### config.mk
export PLATFORM = sky130hd
export DESIGN_NAME = mem_arbiter
export DESIGN_NICKNAME = d
export VERILOG_FILES = /design/src/rtl/mem_arbiter.sv
export SDC_FILE = /design/constraint.sdc
export NUM_CORES = 1
export LEC_CHECK = 0
export CAP_MARGIN = 20
export CORE_MARGIN = 8
export CORE_UTILIZATION = 31
export DETAILED_ROUTE_END_ITERATION = 8
export PLACE_DENSITY = 0.78
export SLEW_MARGIN = 15
export SYNTH_ARGS = -nofsm -noshare
export SYNTH_HDL_FRONTEND = slang
export SYNTH_SLANG_ARGS = --single-unit
### constraint.sdc
create_clock -name clk -period 2.1 [get_ports clk]
set_input_delay 0.21 -clock clk [delete_from_list [all_inputs] [get_ports clk]]
set_output_delay 0.21 -clock clk [all_outputs]
set_load 0.02 [all_outputs]
### src/rtl/mem_arbiter.sv
// rtl/mem_arbiter.sv - single-port RAM arbiter between CPU fetch (I) and data (D) ports
//
// Grants one RAM access at a time and holds address/data stable for RAM_LAT cycles.
// D wins contention unless I has lost STARVE_LIMIT consecutive times (0 = never force I).
//
// Ports:
//   clk, rst              clock, asynchronous active-high reset
//   iren, iaddr           fetch request / address (read-only port)
//   iwait, iload          fetch busy / fetch data
//   dren, dwen            data read / write request (both high = write)
//   daddr, dstore         data address / write data
//   dwait, dload          data busy / read data
//   ram_ren, ram_wen      RAM strobes, high for the whole access
//   ram_addr, ram_wdata   latched access address / write data
//   ram_rdata             RAM read data
module mem_arbiter #(
  parameter int ADDR_W       = 32,
  parameter int DATA_W       = 32,
  parameter int RAM_LAT      = 2,
  parameter int STARVE_LIMIT = 4
) (
  input  logic              clk,
  input  logic              rst,
  input  logic              iren,
  input  logic [ADDR_W-1:0] iaddr,
  output logic              iwait,
  output logic [DATA_W-1:0] iload,
  input  logic              dren,
  input  logic              dwen,
  input  logic [ADDR_W-1:0] daddr,
  input  logic [DATA_W-1:0] dstore,
  output logic              dwait,
  output logic [DATA_W-1:0] dload,
  output logic              ram_ren,
  output logic              ram_wen,
  output logic [ADDR_W-1:0] ram_addr,
  output logic [DATA_W-1:0] ram_wdata,
  input  logic [DATA_W-1:0] ram_rdata
);

  localparam int CNT_W = (RAM_LAT > 1) ? $clog2(RAM_LAT) : 1;
  localparam int ST_W  = (STARVE_LIMIT > 0) ? $clog2(STARVE_LIMIT + 1) : 1;

  localparam logic [1:0] S_IDLE = 2'd0;
  localparam logic [1:0] S_IACC = 2'd1;
  localparam logic [1:0] S_DACC = 2'd2;

  logic [1:0]       state;
  logic [CNT_W-1:0] cnt;
  logic [ST_W-1:0]  starve;
  logic             wr;
  logic             done;
  logic             dreq;
  logic             force_i;
  logic             grant_i;
  logic             grant_d;

  assign dreq = dren | dwen;
  assign done = (state != S_IDLE) && (cnt == CNT_W'(RAM_LAT - 1));

  // I overrides D only once it has been passed over STARVE_LIMIT times in a row.
  assign force_i = (STARVE_LIMIT != 0) && (starve == ST_W'(STARVE_LIMIT));
  assign grant_i = (state == S_IDLE) && iren && (!dreq || force_i);
  assign grant_d = (state == S_IDLE) && dreq && !grant_i;

  always_ff @(posedge clk or posedge rst) begin
    if (rst) begin
      state     <= S_IDLE;
      cnt       <= '0;
      starve    <= '0;
      wr        <= 1'b0;
      ram_addr  <= '0;
      ram_wdata <= '0;
    end else begin
      case (state)
        S_IDLE: begin
          cnt <= '0;
          if (grant_i) begin
            state    <= S_IACC;
            ram_addr <= iaddr;
            starve   <= '0;
          end else if (grant_d) begin
            state     <= S_DACC;
            ram_addr  <= daddr;
            ram_wdata <= dstore;
            wr        <= dwen;
            if (iren && (STARVE_LIMIT != 0) && (starve != ST_W'(STARVE_LIMIT)))
              starve <= starve + ST_W'(1);
          end
        end
        S_IACC, S_DACC: begin
          // Always returns through IDLE, giving one bubble between accesses.
          if (done) begin
            state <= S_IDLE;
            cnt   <= '0;
          end else begin
            cnt <= cnt + CNT_W'(1);
          end
        end
        default: state <= S_IDLE;
      endcase
    end
  end

  // Strobes decode straight from state so an asynchronous reset drops them at once.
  assign ram_ren = (state == S_IACC) || ((state == S_DACC) && !wr);
  assign ram_wen = (state == S_DACC) && wr;

  assign iwait = iren & !((state == S_IACC) && done);
  assign dwait = dreq & !((state == S_DACC) && done);
  assign iload = ram_rdata;
  assign dload = ram_rdata;

endmodule

Word-level counts from Yosys, hierarchy flattened
Index checks and enable logic that the tools add are counted.
{ "op_classes": {"n_div": 0, "mul": 0, "bitwise": 4, "addsub": 2, "n_mux": 11, "eq_ne": 6, "reduce_logical": 27, "magnitude_cmp": 0, "n_shift": 0} }
{ "op_table": {"columns": ["cell", "count"], "rows": [
  ["$mux W32", 2],
  ["$logic_and A1 B1 Y1", 10],
  ["$mux W3", 3],
  ["$reduce_bool A2 Y1", 4],
  ["$mux W2", 3],
  ["$ne A3 B3 Y1 const B", 2],
  ["$reduce_and A3 Y1", 2],
  ["$logic_not A1 Y1", 5],
  ["$pmux W2 S2", 1],
  ["$reduce_and A2 Y1", 2],
  ["$add A3 B1 Y3 const B", 1],
  ["$eq A3 B3 Y1 const B", 1],
  ["$and A1 B1 Y1", 2],
  ["$eq A2 B1 Y1 const B", 1],
  ["$eq A2 B2 Y1 const B", 1],
  ["$logic_not A2 Y1", 1],
  ["$logic_or A1 B1 Y1", 2],
  ["$ne A2 B2 Y1 const B", 1],
  ["$pmux W1 S2", 1],
  ["$reduce_or A2 Y1", 1],
  ["$add A1 B1 Y1 const B", 1],
  ["$mux W1", 1],
  ["$not A1 Y1", 1],
  ["$or A1 B1 Y1", 1]
]} }
{ "word_totals": {"output_inout_bits": 132, "latchBits": 0, "n_memories": 0, "word_cells": 56, "ff_bits": 71, "rom_bits": 0, "ram_bits": 0} }

Logic depth before layout (Yosys ltp)
{ "logic_depth": {"ltp_word": 9, "depth_mapped": 7, "ltp_nobuf": 5} }

Worst setup path after synthesis
No wires, ideal clock.
{ "synth_path": {"path_kind": "reg-to-reg", "startpoint": "reg starve[0]", "endpoint": "reg ram_wdata[10]", "required_time_ns": 1.973, "arrival_time_ns": 1.573, "period_less_slack_ns": 1.700, "n_path_buf": 2, "stages_incl_launch_ff": 8, "setup_time_ns": 0.127, "path_slack_ns": 0.400, "cell_sequence": "dfrtp_1 -> inv_1 -> ha_1 -> and3_1 -> nor3b_2 -> buf_6 -> buf_6 -> mux2_1"} }
{ "synth_between": {"elab_chain_cells": 6, "word_cells_on_any_way": 7} }
{ "synth_rtl": {"columns": ["item", "line_no", "source"], "rows": [
  ["start, declared", "50", "logic [ST_W-1:0] starve;"],
  ["start signal, assigned", "88", "starve <= starve + ST_W'(1);"],
  ["$eq A3 B3 Y1 *", "62", "assign force_i = (STARVE_LIMIT != 0) && (starve == ST_W'(STARVE_LIMIT));"],
  ["$logic_or A1 B1 Y1 *", "63", "assign grant_i = (state == S_IDLE) && iren && (!dreq || force_i);"],
  ["$logic_and A1 B1 Y1 *", "63", null],
  ["$logic_not A1 Y1", "64", "assign grant_d = (state == S_IDLE) && dreq && !grant_i;"],
  ["$logic_and A1 B1 Y1", "64", null],
  ["$reduce_and A3 Y1 (no source line) *", null, null],
  ["end signal, assigned", "85", "ram_wdata <= dstore;"],
  ["end, declared", "37", "output logic [DATA_W-1:0] ram_wdata,"]
]} }
Mark *: on every way between the ends. The rest lies on a longest branch, timed or not.
A chain may end at the register's enable or synchronous reset.

Worst setup path in the final report
{ "layout_path": {"startpoint": "reg state[0]", "endpoint": "out ram_wen"} }
{ "layout_between": {"elab_chain_cells": 2} }
{ "layout_rtl": {"columns": ["item", "line_no", "source"], "rows": [
  ["start, declared", "48", "logic [1:0] state;"],
  ["start signal, assigned", "68", "state <= S_IDLE;"],
  ["start signal, assigned", "79", "state <= S_IACC;"],
  ["start signal, assigned", "83", "state <= S_DACC;"],
  ["$eq A2 B2 Y1", "107", "assign ram_wen = (state == S_DACC) && wr;"],
  ["$logic_and A1 B1 Y1", "107", null],
  ["end, declared", "35", "output logic ram_wen,"]
]} }
Every way passes these cells.

==> metrics.cfg <==
[yosys]
yosys.area.top_type=dfrtp_1
synth-edff-count=0
synth_xor_area_share_pct=0
async_flop_share_pct=100
syn_nets=424
synthSimpleGateAreaFrac_pct=8.46
syn_area_per_cell_um2=12.3
synthMuxAreaShare_pct=11.2
synth_cell_types=28
ys_seq_area_share_pct=50.5
yosys.area.top_type_share_pct=50.5
syn_area_um2=3520
synth_top_family_by_area=buffers and inverters
synth-adder-area-share_pct=2.13
yosys_warnings=0
synth-main-ff-cell=dfrtp_1
synthCells=285
synth-compound-area-share_pct=11.2
synthTopCellsByArea=dfrtp_1, buf_4, a221o_1, mux2_1, nor2b_1
ys_ff_latch=71

[clock_network]
clock_latency_ns=0.32
clock_sinks=71
cts_setup_buffers=0
cts_hold_buf=0
clkTransAtPathRegs_ns=0.06
clockBufferDepth=2
cts_tree=done
numCtsBuffers=9
cts_root_buf=clkbuf_16
cts.htree.levels=3

[critical_path]
r2r_slack_ns=0.20
path_cells=inv_1, ha_1, and2_1, clkdlybuf4s50_1
ff2ff_path_depth=6
crit_path_end=ram_wen
r2r_end=ram_wdata[18]
worst_setup_path_end_kind=output pin
crit_start=state[0]
worstPathArrival_ns=1.73
cpPeakStageDelay_ns=0.59
rr_startpoint=starve[0]
cp_slowest_cell=clkdlybuf4s50_1
path_class=flop to output pin
start_kind=flop
cp_max_fo=4
critPathRequiredTime_ns=1.89

[die]
die_y_um=123
die_w_um=123
start_util_pct=31.2
dieArea_um2=15000
coreArea_um2=11300
boundaryPins=265
rows=39

[timing]
post-route-min-period_ns=1.94
max_freq_ghz=0.515
finalCritPeriodShare_pct=92.5
worst_clock_skew_ns=0.00736
final_hold_viol_count=0
slew_viol_final=0
worst_pin_slew_ns=0.501
setup_violations=0
relSlewSlack_pct=66.6
finalSetupTns_ns=0
rsz0062_at_grt=false

[routing]
vias=2506
route.detailed.drc=0
drt_pre_antenna_iters=4
routed_wl_um=9560
viasPerCell=4.62
drt_iter0_markers=112
ant_nets=0
wl_per_cell_um=17.6

[global_routing]
antenna_found_initial=0
grt-ovfl-total=0
grt.total_usage_pct=12.9
grt_max_degree=49
grt_pass1_vias=2984
grt_pass1_wl_um=15400

[power_and_ir_drop]
vdd_ir_drop_max_mv=0.848
powerDensity_nw_per_um2=1640
p_leak_uw=0.00216
p_total_uw=8610

[finish]
multi_input_area_um2=1170
layout-drive-gt1-share_pct=9.77
n_fill_cell=1031
fin_nets=533
area.growth.synth_to_final_pct=49.0
antenna_cells=0
ff_latch_area_um2=1780

[worst_hold_path]
min_path_type=primary input to async pin

[placement]
io_buffers=168
detailed_place_hpwl_um=7460
gp_congestion=0.748

[run_status]
outcome=finished, final reports clean

[run]
maxCapViolCount=0

[layout make-up]
cell class / instances / area share [%]
Inverter: 6 / 0.430
Tap cell: 143 / 3.41
Clock inverter: 4 / 1.48
Sequential cell: 71 / 33.9
Multi-Input combinational cell: 131 / 22.4
Clock buffer: 12 / 4.89
Timing Repair Buffer: 175 / 33.5
[where the power goes]
part | internal, µW | leakage (µW) | total, µW | switching [µW]
clock | 1110 | 0.000163 | 1670 | 559
sequential | 2080 | 0.000853 | 2440 | 365
combinational | 2340 | 0.00115 | 4500 | 2160
[worst min path at each step]
stage                        end  slack (ns)  cells after the start
floorplan           ram_wdata[0]        0.34                      1
detailed placement      dload[2]        0.42                      0
finish              ram_addr[20]        0.29                      3
CTS                 ram_addr[20]        0.30                      3
global placement        dload[2]        0.42                      0
global route        ram_addr[20]        0.34                      3
[sequential cells by signal, summed over array words and instances (netlist names)]
| register | count |
|---|---|
| wr | 1 |
| ram_addr | 32 |
| starve | 3 |
| ram_wdata | 32 |
| cnt | 1 |
| state | 2 |
[metrics by stage]
step	util, %	area [µm²]	worst slack (ns)	hold slack, ns	cells
3_3_place_gp	43.5	4910	0.175	0.420	526
2_1_floorplan	-	3520	0.0934	0.345	285
5_1_grt	46.5	5240	0.0305	0.338	542
4_1_cts	46.5	5240	0.126	0.299	542
6_report	46.5	5240	0.158	0.294	542
3_5_place_dp	43.5	4910	0.143	0.420	526
[critical path: cells and delay by family (launching register included)]
family | cells | cell delay [ns]
fa+ha+maj | 1 | 0.19
simple gates | 1 | 0.12
buf+inv | 2 | 0.69
flops | 1 | 0.41
[per-layer routing]
metal,vias to the layer above,GRT usage [%],part of all wire [%]
met2,98,22.9,53
met3,16,5.01,8.0
met1,1233,13.5,38
li1,1159,-,-
met4,0,5.26,1.5
met5,-,0,0
[synth_stat cells (3+ instances only)]
library cell and n:
a221o_1 33, mux2_1 23, o21ai_0 3, nand2_1 3, dfrtp_1 71, ha_1 6, nor2b_1 35, buf_4 64
clkbuf_1 3, buf_2 5, mux2_2 12, inv_1 6, buf_6 3
[cells by family after synthesis]
family / count (synthesis)
buffers and inverters: 83
DFF: 71
and+or+nand+nor: 48
AOI/OAI and AO/OA: 42
muxes: 35
adders and majority gates: 6
[what timing repair did]
item | in CTS | in global routing
endpoints found under the setup margin | 2 | 0
hold endpoints to repair | 0 | 0
resized for setup | 3 | 0
[cell usage in the layout (no fill, tap or decap), types with 2 or more instances in the layout]
cell,netlist,layout
nor2b_1,35,35
ha_1,6,5
clkinv_4,0,2
mux2_2,12,12
buf_4,64,5
buf_12,0,2
clkbuf_16,0,9
and2_1,2,2
clkbuf_8,0,2
mux2_1,23,23
a221o_1,33,33
inv_1,6,5
dfrtp_1,71,71
o21ai_0,3,3
bufinv_16,0,2
clkdlybuf4s50_1,0,166
nand2_1,3,3
dlygate4sd2_1,0,2
Note: power is estimated with default switching activity, not from simulation.
